### src/rtl/conv_layer_sequencer_if.sv
// Control/address bus between the layer sequencer and the weight, bias,
// feature-map and conv blocks it steers.
interface conv_layer_sequencer_if #(
    parameter int FM_AW  = 13,
    parameter int WM_WAW = 10,
    parameter int WM_RAW = 8,
    parameter int BM_AW  = 9
);
    logic              start;
    logic [WM_WAW-1:0] cfg_wt_words;
    logic [WM_RAW-1:0] cfg_groups;
    logic [FM_AW-1:0]  cfg_pixels;
    logic [8:0]        cfg_line_len;
    logic [3:0]        cfg_scale;
    logic              cfg_pw;
    logic              DDR_valid_in;
    logic              Conv_data_valid_out;

    logic [2:0]        current_state;
    logic              state_rst;
    logic [WM_WAW-1:0] wm_addr_wr;
    logic              wm_cvt_rstn;
    logic [WM_RAW-1:0] wm_addr_rd;
    logic [BM_AW-1:0]  bm_addr_rd;
    logic              bias_out_valid;
    logic              adder_rst;
    logic              buff_len_rst;
    logic [8:0]        buff_len_ctrl;
    logic [3:0]        Conv_scale_in;
    logic              PW_mode;
    logic [FM_AW-1:0]  fm_rd_addr;
    logic              Conv_data_valid_in;
    logic [FM_AW-1:0]  fm_wr_addr;
    logic              busy;
    logic              done;

    modport master (
        input  start, cfg_wt_words, cfg_groups, cfg_pixels, cfg_line_len,
               cfg_scale, cfg_pw, DDR_valid_in, Conv_data_valid_out,
        output current_state, state_rst, wm_addr_wr, wm_cvt_rstn, wm_addr_rd,
               bm_addr_rd, bias_out_valid, adder_rst, buff_len_rst,
               buff_len_ctrl, Conv_scale_in, PW_mode, fm_rd_addr,
               Conv_data_valid_in, fm_wr_addr, busy, done
    );

    modport slave (
        output start, cfg_wt_words, cfg_groups, cfg_pixels, cfg_line_len,
               cfg_scale, cfg_pw, DDR_valid_in, Conv_data_valid_out,
        input  current_state, state_rst, wm_addr_wr, wm_cvt_rstn, wm_addr_rd,
               bm_addr_rd, bias_out_valid, adder_rst, buff_len_rst,
               buff_len_ctrl, Conv_scale_in, PW_mode, fm_rd_addr,
               Conv_data_valid_in, fm_wr_addr, busy, done
    );
endinterface

### src/rtl/conv_layer_sequencer.sv
// Layer controller: loads weights, then per output group fetches bias, clears
// accumulators, streams the feature map and waits for all conv results.
module conv_layer_sequencer #(
    parameter int FM_AW  = 13,
    parameter int WM_WAW = 10,
    parameter int WM_RAW = 8,
    parameter int BM_AW  = 9
) (
    input  logic                   clk,
    input  logic                   rst,
    conv_layer_sequencer_if.master bus
);
    typedef enum logic [2:0] {
        IDLE   = 3'd0,
        WLOAD  = 3'd1,
        GSTART = 3'd2,
        STREAM = 3'd3,
        DRAIN  = 3'd4,
        DONE   = 3'd5
    } state_t;

    localparam logic [WM_WAW-1:0] W_ONE  = {{(WM_WAW-1){1'b0}}, 1'b1};
    localparam logic [WM_RAW-1:0] G_ONE  = {{(WM_RAW-1){1'b0}}, 1'b1};
    localparam logic [FM_AW-1:0]  FM_ONE = {{(FM_AW-1){1'b0}}, 1'b1};
    localparam logic [FM_AW:0]    OC_ONE = {{FM_AW{1'b0}}, 1'b1};

    state_t            state_r;
    state_t            state_next_s;

    logic [WM_WAW-1:0] wt_words_r;
    logic [WM_RAW-1:0] groups_r;
    logic [FM_AW-1:0]  pixels_r;
    logic [8:0]        line_len_r;
    logic [3:0]        scale_r;
    logic              pw_r;

    logic [WM_WAW-1:0] beat_cnt_r;
    logic [WM_RAW-1:0] group_r;
    logic [FM_AW-1:0]  rd_cnt_r;
    logic [FM_AW-1:0]  wr_ptr_r;
    logic [FM_AW:0]    out_cnt_r;

    logic              state_rst_r;
    logic              wm_cvt_rstn_r;
    logic              bias_valid_r;
    logic              adder_rst_r;
    logic              buff_len_rst_r;
    logic              rd_valid_r;
    logic              busy_r;
    logic              done_r;

    logic              start_ok_s;
    logic              last_beat_s;
    logic              stream_last_s;
    logic              drain_ok_s;
    logic              last_group_s;
    logic              out_hit_s;

    assign start_ok_s    = (state_r == IDLE) && bus.start;
    assign last_beat_s   = (wt_words_r == {WM_WAW{1'b0}}) ||
                           (bus.DDR_valid_in && (beat_cnt_r == wt_words_r - W_ONE));
    assign stream_last_s = (pixels_r == {FM_AW{1'b0}}) || (rd_cnt_r == pixels_r - FM_ONE);
    assign drain_ok_s    = (out_cnt_r >= {1'b0, pixels_r});
    assign last_group_s  = (group_r == groups_r - G_ONE);
    // Results are only meaningful while a group is in flight.
    assign out_hit_s     = bus.Conv_data_valid_out &&
                           ((state_r == GSTART) || (state_r == STREAM) || (state_r == DRAIN));

    // State register.
    always_ff @(posedge clk or posedge rst) begin
        if (rst) begin
            state_r <= IDLE;
        end else begin
            state_r <= state_next_s;
        end
    end

    // Next-state decode.
    always_comb begin
        state_next_s = state_r;
        case (state_r)
            IDLE: begin
                if (bus.start) state_next_s = WLOAD;
                else           state_next_s = IDLE;
            end
            WLOAD: begin
                if (last_beat_s) begin
                    if (groups_r == {WM_RAW{1'b0}}) state_next_s = DONE;
                    else                            state_next_s = GSTART;
                end else begin
                    state_next_s = WLOAD;
                end
            end
            GSTART: state_next_s = STREAM;
            STREAM: begin
                if (stream_last_s) state_next_s = DRAIN;
                else               state_next_s = STREAM;
            end
            DRAIN: begin
                if (drain_ok_s) begin
                    if (last_group_s) state_next_s = DONE;
                    else              state_next_s = GSTART;
                end else begin
                    state_next_s = DRAIN;
                end
            end
            DONE:    state_next_s = IDLE;
            default: state_next_s = IDLE;
        endcase
    end

    // Config latch, counters and registered control strobes.
    always_ff @(posedge clk or posedge rst) begin
        if (rst) begin
            wt_words_r     <= {WM_WAW{1'b0}};
            groups_r       <= {WM_RAW{1'b0}};
            pixels_r       <= {FM_AW{1'b0}};
            line_len_r     <= 9'd0;
            scale_r        <= 4'd0;
            pw_r           <= 1'b0;
            beat_cnt_r     <= {WM_WAW{1'b0}};
            group_r        <= {WM_RAW{1'b0}};
            rd_cnt_r       <= {FM_AW{1'b0}};
            wr_ptr_r       <= {FM_AW{1'b0}};
            out_cnt_r      <= {(FM_AW+1){1'b0}};
            state_rst_r    <= 1'b0;
            wm_cvt_rstn_r  <= 1'b1;
            bias_valid_r   <= 1'b0;
            adder_rst_r    <= 1'b0;
            buff_len_rst_r <= 1'b0;
            rd_valid_r     <= 1'b0;
            busy_r         <= 1'b0;
            done_r         <= 1'b0;
        end else begin
            state_rst_r    <= (state_next_s != state_r);
            wm_cvt_rstn_r  <= !start_ok_s;
            bias_valid_r   <= (state_next_s == GSTART);
            adder_rst_r    <= (state_next_s == GSTART);
            buff_len_rst_r <= (state_next_s == GSTART);
            rd_valid_r     <= (state_next_s == STREAM) && (pixels_r != {FM_AW{1'b0}});
            busy_r         <= (state_next_s != IDLE);
            done_r         <= (state_next_s == DONE);

            if (start_ok_s) begin
                wt_words_r <= bus.cfg_wt_words;
                groups_r   <= bus.cfg_groups;
                pixels_r   <= bus.cfg_pixels;
                line_len_r <= bus.cfg_line_len;
                scale_r    <= bus.cfg_scale;
                pw_r       <= bus.cfg_pw;
                beat_cnt_r <= {WM_WAW{1'b0}};
                group_r    <= {WM_RAW{1'b0}};
                rd_cnt_r   <= {FM_AW{1'b0}};
                wr_ptr_r   <= {FM_AW{1'b0}};
                out_cnt_r  <= {(FM_AW+1){1'b0}};
            end else begin
                if ((state_r == WLOAD) && bus.DDR_valid_in) beat_cnt_r <= beat_cnt_r + W_ONE;
                if ((state_r == DRAIN) && (state_next_s == GSTART)) group_r <= group_r + G_ONE;

                if (state_next_s == GSTART)  rd_cnt_r <= {FM_AW{1'b0}};
                else if (state_r == STREAM)  rd_cnt_r <= rd_cnt_r + FM_ONE;

                // Write pointer spans the whole layer and wraps naturally.
                if (out_hit_s) wr_ptr_r <= wr_ptr_r + FM_ONE;

                if ((state_next_s == GSTART) && (state_r != GSTART)) out_cnt_r <= {(FM_AW+1){1'b0}};
                else if (out_hit_s)                                  out_cnt_r <= out_cnt_r + OC_ONE;
            end
        end
    end

    assign bus.current_state      = state_r;
    assign bus.state_rst          = state_rst_r;
    assign bus.wm_addr_wr         = beat_cnt_r;
    assign bus.wm_cvt_rstn        = wm_cvt_rstn_r;
    assign bus.wm_addr_rd         = group_r;
    assign bus.bm_addr_rd         = {{(BM_AW-WM_RAW){1'b0}}, group_r};
    assign bus.bias_out_valid     = bias_valid_r;
    assign bus.adder_rst          = adder_rst_r;
    assign bus.buff_len_rst       = buff_len_rst_r;
    assign bus.buff_len_ctrl      = line_len_r;
    assign bus.Conv_scale_in      = scale_r;
    assign bus.PW_mode            = pw_r;
    assign bus.fm_rd_addr         = rd_cnt_r;
    assign bus.Conv_data_valid_in = rd_valid_r;
    assign bus.fm_wr_addr         = wr_ptr_r;
    assign bus.busy               = busy_r;
    assign bus.done               = done_r;
endmodule

### src/flat_wrapper.sv
// flat-port wrapper written by rule: the top's interface ports become plain ports
module conv_layer_sequencer_flat 
#(
    parameter int FM_AW  = 13,
    parameter int WM_WAW = 10,
    parameter int WM_RAW = 8,
    parameter int BM_AW  = 9
)
  (clk, rst, bus_start, bus_cfg_wt_words, bus_cfg_groups, bus_cfg_pixels, bus_cfg_line_len, bus_cfg_scale, bus_cfg_pw, bus_DDR_valid_in, bus_Conv_data_valid_out, bus_current_state, bus_state_rst, bus_wm_addr_wr, bus_wm_cvt_rstn, bus_wm_addr_rd, bus_bm_addr_rd, bus_bias_out_valid, bus_adder_rst, bus_buff_len_rst, bus_buff_len_ctrl, bus_Conv_scale_in, bus_PW_mode, bus_fm_rd_addr, bus_Conv_data_valid_in, bus_fm_wr_addr, bus_busy, bus_done);
  conv_layer_sequencer_if #(.FM_AW(FM_AW), .WM_WAW(WM_WAW), .WM_RAW(WM_RAW), .BM_AW(BM_AW)) bus_i ();
  input  logic clk;
  input  logic rst;
  input wire logic [$bits(bus_i.start)-1:0] bus_start;
  input wire logic [$bits(bus_i.cfg_wt_words)-1:0] bus_cfg_wt_words;
  input wire logic [$bits(bus_i.cfg_groups)-1:0] bus_cfg_groups;
  input wire logic [$bits(bus_i.cfg_pixels)-1:0] bus_cfg_pixels;
  input wire logic [$bits(bus_i.cfg_line_len)-1:0] bus_cfg_line_len;
  input wire logic [$bits(bus_i.cfg_scale)-1:0] bus_cfg_scale;
  input wire logic [$bits(bus_i.cfg_pw)-1:0] bus_cfg_pw;
  input wire logic [$bits(bus_i.DDR_valid_in)-1:0] bus_DDR_valid_in;
  input wire logic [$bits(bus_i.Conv_data_valid_out)-1:0] bus_Conv_data_valid_out;
  output wire logic [$bits(bus_i.current_state)-1:0] bus_current_state;
  output wire logic [$bits(bus_i.state_rst)-1:0] bus_state_rst;
  output wire logic [$bits(bus_i.wm_addr_wr)-1:0] bus_wm_addr_wr;
  output wire logic [$bits(bus_i.wm_cvt_rstn)-1:0] bus_wm_cvt_rstn;
  output wire logic [$bits(bus_i.wm_addr_rd)-1:0] bus_wm_addr_rd;
  output wire logic [$bits(bus_i.bm_addr_rd)-1:0] bus_bm_addr_rd;
  output wire logic [$bits(bus_i.bias_out_valid)-1:0] bus_bias_out_valid;
  output wire logic [$bits(bus_i.adder_rst)-1:0] bus_adder_rst;
  output wire logic [$bits(bus_i.buff_len_rst)-1:0] bus_buff_len_rst;
  output wire logic [$bits(bus_i.buff_len_ctrl)-1:0] bus_buff_len_ctrl;
  output wire logic [$bits(bus_i.Conv_scale_in)-1:0] bus_Conv_scale_in;
  output wire logic [$bits(bus_i.PW_mode)-1:0] bus_PW_mode;
  output wire logic [$bits(bus_i.fm_rd_addr)-1:0] bus_fm_rd_addr;
  output wire logic [$bits(bus_i.Conv_data_valid_in)-1:0] bus_Conv_data_valid_in;
  output wire logic [$bits(bus_i.fm_wr_addr)-1:0] bus_fm_wr_addr;
  output wire logic [$bits(bus_i.busy)-1:0] bus_busy;
  output wire logic [$bits(bus_i.done)-1:0] bus_done;
  assign bus_i.start = bus_start;
  assign bus_i.cfg_wt_words = bus_cfg_wt_words;
  assign bus_i.cfg_groups = bus_cfg_groups;
  assign bus_i.cfg_pixels = bus_cfg_pixels;
  assign bus_i.cfg_line_len = bus_cfg_line_len;
  assign bus_i.cfg_scale = bus_cfg_scale;
  assign bus_i.cfg_pw = bus_cfg_pw;
  assign bus_i.DDR_valid_in = bus_DDR_valid_in;
  assign bus_i.Conv_data_valid_out = bus_Conv_data_valid_out;
  assign bus_current_state = bus_i.current_state;
  assign bus_state_rst = bus_i.state_rst;
  assign bus_wm_addr_wr = bus_i.wm_addr_wr;
  assign bus_wm_cvt_rstn = bus_i.wm_cvt_rstn;
  assign bus_wm_addr_rd = bus_i.wm_addr_rd;
  assign bus_bm_addr_rd = bus_i.bm_addr_rd;
  assign bus_bias_out_valid = bus_i.bias_out_valid;
  assign bus_adder_rst = bus_i.adder_rst;
  assign bus_buff_len_rst = bus_i.buff_len_rst;
  assign bus_buff_len_ctrl = bus_i.buff_len_ctrl;
  assign bus_Conv_scale_in = bus_i.Conv_scale_in;
  assign bus_PW_mode = bus_i.PW_mode;
  assign bus_fm_rd_addr = bus_i.fm_rd_addr;
  assign bus_Conv_data_valid_in = bus_i.Conv_data_valid_in;
  assign bus_fm_wr_addr = bus_i.fm_wr_addr;
  assign bus_busy = bus_i.busy;
  assign bus_done = bus_i.done;
  conv_layer_sequencer #(.FM_AW(FM_AW), .WM_WAW(WM_WAW), .WM_RAW(WM_RAW), .BM_AW(BM_AW)) u_core (.clk(clk), .rst(rst), .bus(bus_i));
endmodule
### config.mk
export PLATFORM = sky130hd
export DESIGN_NAME = conv_layer_sequencer_flat
export DESIGN_NICKNAME = d
export VERILOG_FILES = /design/src/rtl/conv_layer_sequencer_if.sv /design/src/rtl/conv_layer_sequencer.sv /design/src/flat_wrapper.sv
export SDC_FILE = /design/constraint.sdc
export NUM_CORES = 1
export LEC_CHECK = 0
export BUFFER_PORTS_ARGS = -buffer_cell sky130_fd_sc_hd__clkbuf_2
export CAP_MARGIN = 10
export CELL_PAD_IN_SITES_DETAIL_PLACEMENT = 1
export CELL_PAD_IN_SITES_GLOBAL_PLACEMENT = 1
export CORE_UTILIZATION = 42
export DETAILED_ROUTE_END_ITERATION = 6
export PLACE_DENSITY_LB_ADDON = 0.2
export SLEW_MARGIN = 20
export SYNTH_ARGS = -nofsm -noshare
export SYNTH_HDL_FRONTEND = slang
export SYNTH_SLANG_ARGS = --single-unit
export TNS_END_PERCENT = 30
### constraint.sdc
create_clock -name clk -period 4.45 [get_ports clk]
set_input_delay 0.445 -clock clk [delete_from_list [all_inputs] [get_ports clk]]
set_output_delay 0.445 -clock clk [all_outputs]
set_load 0.01 [all_outputs]
After elaboration in Yosys (flattened, before gate mapping)

Cells that the tools add are included.

Add/subtract/negate cells: 8
Magnitude comparators: 1
Equality and inequality tests: 12
Mux-type cells: 19
Reductions and logical operators: 23

Operators with widths:

| operator                                                              | count |
|---|---|
| 13-bit 2-to-1 mux                                                     | 5 |
| 14-bit 2-to-1 mux                                                     | 3 |
| 13-bit by 1-bit adder with 13-bit output, second input constant       | 2 |
| 10-bit 2-to-1 mux                                                     | 2 |
| 8-bit 2-to-1 mux                                                      | 2 |
| 3-bit 2-to-1 mux                                                      | 5 |
| 3-bit case mux with 5 select lines                                    | 1 |
| 14-bit by 1-bit adder with 14-bit output, second input constant       | 1 |
| 14-bit by 13-bit greater-or-equal comparator with 1-bit output        | 1 |
| 13-bit equality test                                                  | 1 |
| 13-bit zero test                                                      | 1 |
| 13-bit nonzero test                                                   | 1 |
| 13-bit by 1-bit subtractor with 13-bit output, second input constant  | 1 |
| 3-bit by 2-bit equality test with 1-bit output, second input constant | 4 |
| 10-bit by 1-bit adder with 10-bit output, second input constant       | 1 |
| 10-bit equality test                                                  | 1 |
| 10-bit zero test                                                      | 1 |
| 10-bit by 1-bit subtractor with 10-bit output, second input constant  | 1 |
| 3-bit nonzero test                                                    | 3 |
| 8-bit by 1-bit adder with 8-bit output, second input constant         | 1 |
| 8-bit equality test                                                   | 1 |
| 8-bit zero test                                                       | 1 |
| 8-bit by 1-bit subtractor with 8-bit output, second input constant    | 1 |
| 1-bit logical AND                                                     | 7 |
| other kinds (9)                                                       | 15 |

Register bits after elaboration: 112
Input port bits: 50
Output and inout bits: 78

Longest topological paths before layout

Depth after elaboration: 10
Depth in mapped cells: 13
Gate-level depth less buffers: 10

Least setup slack after synthesis

OpenSTA, ideal clock, no wires.

Path kind: register to register
From: register u_core.wt_words_r[0]
To: register u_core.busy_r, in the netlist u_core.bus.busy
Data arrival time: 2.998 ns
Setup slack: 1.314 ns
Stages on the path, launching flop included: 12
Cell sequence: dfrtp_1 inv_1 ha_1 buf_2 or4b_1 or4_1 a21bo_1 a41oi_2 o31ai_1 a21o_1 buf_2 or4b_1

Cells in the longest elaborated chain, start to end: 7
Elaborated cells on any way between the ends: 8
Those cells by class: add/sub: 1; eq/ne: 1; mux: 2; reduce/logical: 4

RTL lines:

| what                                          | RTL line                    | text |
|---|---|---|
| start, declared                               | conv_layer_sequencer.sv:30  | `logic [WM_WAW-1:0] wt_words_r;` |
| start signal, assigned                        | conv_layer_sequencer.sv:115 | `wt_words_r <= {WM_WAW{1'b0}};` |
| start signal, assigned                        | conv_layer_sequencer.sv:145 | `wt_words_r <= bus.cfg_wt_words;` |
| 10-bit by 1-bit subtractor with 10-bit output | conv_layer_sequencer.sv:61  | `(bus.DDR_valid_in && (beat_cnt_r == wt_words_r - W_ONE));` |
| 10-bit equality test                          | conv_layer_sequencer.sv:61  |  |
| 1-bit logical AND                             | conv_layer_sequencer.sv:61  |  |
| 1-bit logical OR *                            | conv_layer_sequencer.sv:60  | `assign last_beat_s = (wt_words_r == {WM_WAW{1'b0}}) \|\|` |
| 3-bit 2-to-1 mux *                            | conv_layer_sequencer.sv:87  | `if (last_beat_s) begin` |
| 3-bit case mux with 5 select lines *          | conv_layer_sequencer.sv:81  | `case (state_r)` |
| 3-bit nonzero test *                          | conv_layer_sequencer.sv:141 | `busy_r <= (state_next_s != IDLE);` |
| end signal, assigned                          | conv_layer_sequencer.sv:141 |  |
| end, declared                                 | conv_layer_sequencer.sv:49  | `logic busy_r;` |

Every way passes the cells marked *; elsewhere a longest branch is shown, timed or not.
A chain may end at the register's enable or synchronous reset.

Worst setup path after layout

From: register u_core.wt_words_r[0]
To: register u_core.out_cnt_r[10]

Cells in the longest elaborated chain, start to end: 10
Elaborated cells on any way between the ends: 12
Those cells by class: add/sub: 1; eq/ne: 2; mux: 4; reduce/logical: 5

RTL lines:

| what                                             | RTL line                    | text |
|---|---|---|
| 10-bit by 1-bit subtractor with 10-bit output    | conv_layer_sequencer.sv:61  |  |
| 10-bit equality test                             | conv_layer_sequencer.sv:61  |  |
| 1-bit logical AND                                | conv_layer_sequencer.sv:61  |  |
| 1-bit logical OR *                               | conv_layer_sequencer.sv:60  |  |
| 3-bit 2-to-1 mux *                               | conv_layer_sequencer.sv:87  |  |
| 3-bit case mux with 5 select lines *             | conv_layer_sequencer.sv:81  |  |
| 3-bit by 2-bit equality test with 1-bit output * | conv_layer_sequencer.sv:166 | `if ((state_next_s == GSTART) && (state_r != GSTART)) out_cnt_r <= {(FM_AW+1){1'b0}};` |
| 1-bit logical AND *                              | conv_layer_sequencer.sv:166 |  |
| 14-bit 2-to-1 mux                                | conv_layer_sequencer.sv:166 |  |
| 14-bit 2-to-1 mux                                | conv_layer_sequencer.sv:144 | `if (start_ok_s) begin` |
| end signal, assigned                             | conv_layer_sequencer.sv:155 | `out_cnt_r <= {(FM_AW+1){1'b0}};` |
| end signal, assigned                             | conv_layer_sequencer.sv:166 |  |
| end signal, assigned                             | conv_layer_sequencer.sv:167 | `else if (out_hit_s) out_cnt_r <= out_cnt_r + OC_ONE;` |
| end, declared                                    | conv_layer_sequencer.sv:41  | `logic [FM_AW:0] out_cnt_r;` |

Marks and branches as above.

==> results.ini <==
[outcome]
outcome=finished clean

[finish]
nets=886
multi_input_area_um2=3190
layout_commonest_cell=nand2_1
fill_cells=1769
final_cell_mix=140 x nand2_1, 126 x clkbuf_2, 111 x dfrtp_1
areaGrowthSynthToFinish_pct=16.6
insertedDiodeCount=0
drive_gt1_frac=0.195
regArea_um2=2800

[synthesis]
synth-seq-area-share=0.447
ys_seq_elements=112
yosysWarnings=0
yosysUniqueCellTypes=63
synth_flop_cell=dfrtp_1
syn-mean-instance-area_um2=8.82
async_reset_ff_frac=1.00
postSynthNetCount=784
syn_inst=712
netlist_area_um2=6280
synth_edf_count=0

[setup_path]
cp_max_fo=20
arrival_ns=3.73
crit_path_cell_trace=inv_1, ha_1, or4b_1, or4_1, nand3b_1, a41oi_2, o31ai_1, a21o_1, nand2b_1, buf_4, nor2_1
r2r_start=u_core.wt_words_r[0]$_DFFE_PP0P_
cp_top_family=simple AND/OR/NAND/NOR gates
r2r_cells=11
crit_path_end_kind=register
worst-r2r-setup-slack_ns=0.95
cp-start-kind=register
reg2reg_to=u_core.out_cnt_r[10]$_DFFE_PP0P_
cp_slowest_cell=or4b_1
worstPathRequired_ns=4.69
critical_path_class=register to register
worst-path-buf-inv=2
worst_path_largest_cell_delay_ns=0.49

[power_and_ir_drop]
switchingPower_mw=1.67
p_clk_frac=0.223
total_power_mw=4.18
pwr_density_cell_nw_per_um2=571
max-vdd-ir-drop_mv=0.246
intPower_mw=2.51
comb_power_share=0.379
seqPwrFrac=0.399
power.share.switching=0.399
leakage_nw=3.67

[timing]
setup_viol=0
setup_ws_ns=0.951
slew_violations=0
worst_pin_slew_ns=0.965
skew_ns=0.00800
tns_ns=0
maxSlewHeadroom=0.357
finalHoldViolCount=0
period_needed_ns=3.50
min_period_over_period=0.786
grt_setup_unrepaired=false
fmax_mhz=286

[die]
start_util=0.432
rows=44
core_um2=14500
dieArea_um2=15400
die_w_um=124
ios=128
die_h_um=124

[drt]
drt-total-wl_um=17000
drc_errors=0
vias_per_cell=5.43
drtAntennaViolNets=0
dr.pass1.iters=4
drt_iter0_drc=258
dr_total_vias=5442
wl_per_cell_um=16.9

[clock_network]
cts_hold_buf=0
cts_tree=yes
h-tree-depth=3
clk_latency_ns=0.36
path_clk_slew_ns=0.07
cts_resized=0
cts_made_buffers=9
max-clock-path-buffers=2
cts_root_buffer=clkbuf_16
postCtsSetupBuffers=0
clock_sinks=112

[global_route]
grt_usage=0.229
grt_pass1_wl_um=28800
overflow=0
antenna_found_initial=0
grt_pass1_vias=5736
grt_max_degree=94

[place]
place_congestion=0.869
dp_slack_ns=1.01
port_buffers=126
dp_hpwl_um=12500

[flow_run]
cap_violations=0

[min_path]
hold_path.class=input pin to asynchronous set/reset pin

[how the worst max path moves through the flow]
stage | cells past startpoint | slack, ns | from | end
finish | 11 | 0.95 | u_core.wt_words_r[0]$_DFFE_PP0P_ | u_core.out_cnt_r[10]$_DFFE_PP0P_
global route | 10 | 0.74 | u_core.pixels_r[0]$_DFFE_PP0P_ | u_core.bus.busy$_DFF_PP0_
CTS | 11 | 0.98 | u_core.wt_words_r[0]$_DFFE_PP0P_ | u_core.out_cnt_r[10]$_DFFE_PP0P_
detailed placement | 11 | 1.01 | u_core.wt_words_r[0]$_DFFE_PP0P_ | u_core.out_cnt_r[6]$_DFFE_PP0P_
global placement | 11 | 1.18 | u_core.wt_words_r[0]$_DFFE_PP0P_ | u_core.bus.fm_rd_addr[6]$_DFFE_PP0P_
floorplan | 1 | 1.05 | rst | u_core.bus.Conv_data_valid_in$_DFF_PP0_
[power by group through the flow]
stage          Combinational (mW)  Clock [mW]  Sequential [mW]
3_3_place_gp                 1.51           0             1.66
3_5_place_dp                 1.59           0             1.68
4_1_cts                      1.61       0.956             1.67
5_1_grt                      1.80       0.982             1.72
2_1_floorplan                1.14           0             1.60
6_report                     1.58       0.931             1.67
[cell type report]
cell class | instances | share of cell area
Inverter | 25 | 0.0135
Clock buffer | 10 | 0.0313
Sequential cell | 112 | 0.383
Multi-Input combinational cell | 536 | 0.436
Tap cell | 184 | 0.0315
Clock inverter | 6 | 0.0147
Timing Repair Buffer | 130 | 0.0903
[stage by stage]
step | cell area [µm²] | std cells | hold WS, ns | utilization
finish | 7320 | 1003 | 0.213 | 0.504
global placement | 6980 | 987 | 0.458 | 0.480
floorplan | 6280 | 712 | 0.469 | -
global route | 7320 | 1003 | 0.289 | 0.504
detailed placement | 6980 | 987 | 0.469 | 0.480
CTS | 7320 | 1003 | 0.266 | 0.503
[sequential cells by signal, summed over array words and instances (netlist names), 9 cells and up]
register and cells:
u_core.pixels_r 13, u_core.bus.fm_wr_addr 13, u_core.bus.buff_len_ctrl 9, u_core.out_cnt_r 14, u_core.bus.wm_addr_wr 10, u_core.wt_words_r 10
u_core.bus.fm_rd_addr 13
[cells by family after synthesis]
kind of cell               synth area share
other                              0.000597
DFF                                   0.447
buffers and inverters                0.0466
muxes                               0.00638
and+or+nand+nor                       0.244
xor gates and xnor gates              0.103
adders and majority gates            0.0438
AOI/OAI and AO/OA                     0.109
[Yosys cell counts (all sizes together), types with 5 or more instances]
cell / number / area, µm²
a211oi: 7 / 57.6
a21oi: 22 / 110
and3: 18 / 113
buf: 15 / 109
clkbuf: 24 / 90.1
dfrtp: 111 / 2780
ha: 22 / 275
inv: 25 / 93.8
nand2: 140 / 526
nand2b: 6 / 37.5
nand3: 12 / 60.1
nand4: 18 / 113
nor2: 76 / 285
nor2b: 6 / 37.5
nor3: 12 / 60.1
nor4: 7 / 43.8
o21a: 5 / 37.5
o21ai: 40 / 200
or3: 10 / 62.6
xnor2: 32 / 280
xor2: 42 / 368
[routing by layer]
metal | global-route usage | vias to the layer above | share of wire
met5 | 0 | - | 0
met4 | 0.0723 | 0 | 0.017
met3 | 0.0284 | 21 | 0.034
met2 | 0.396 | 107 | 0.51
met1 | 0.298 | 2714 | 0.44
li1 | - | 2600 | -
Power figures use the tool's default switching activity.
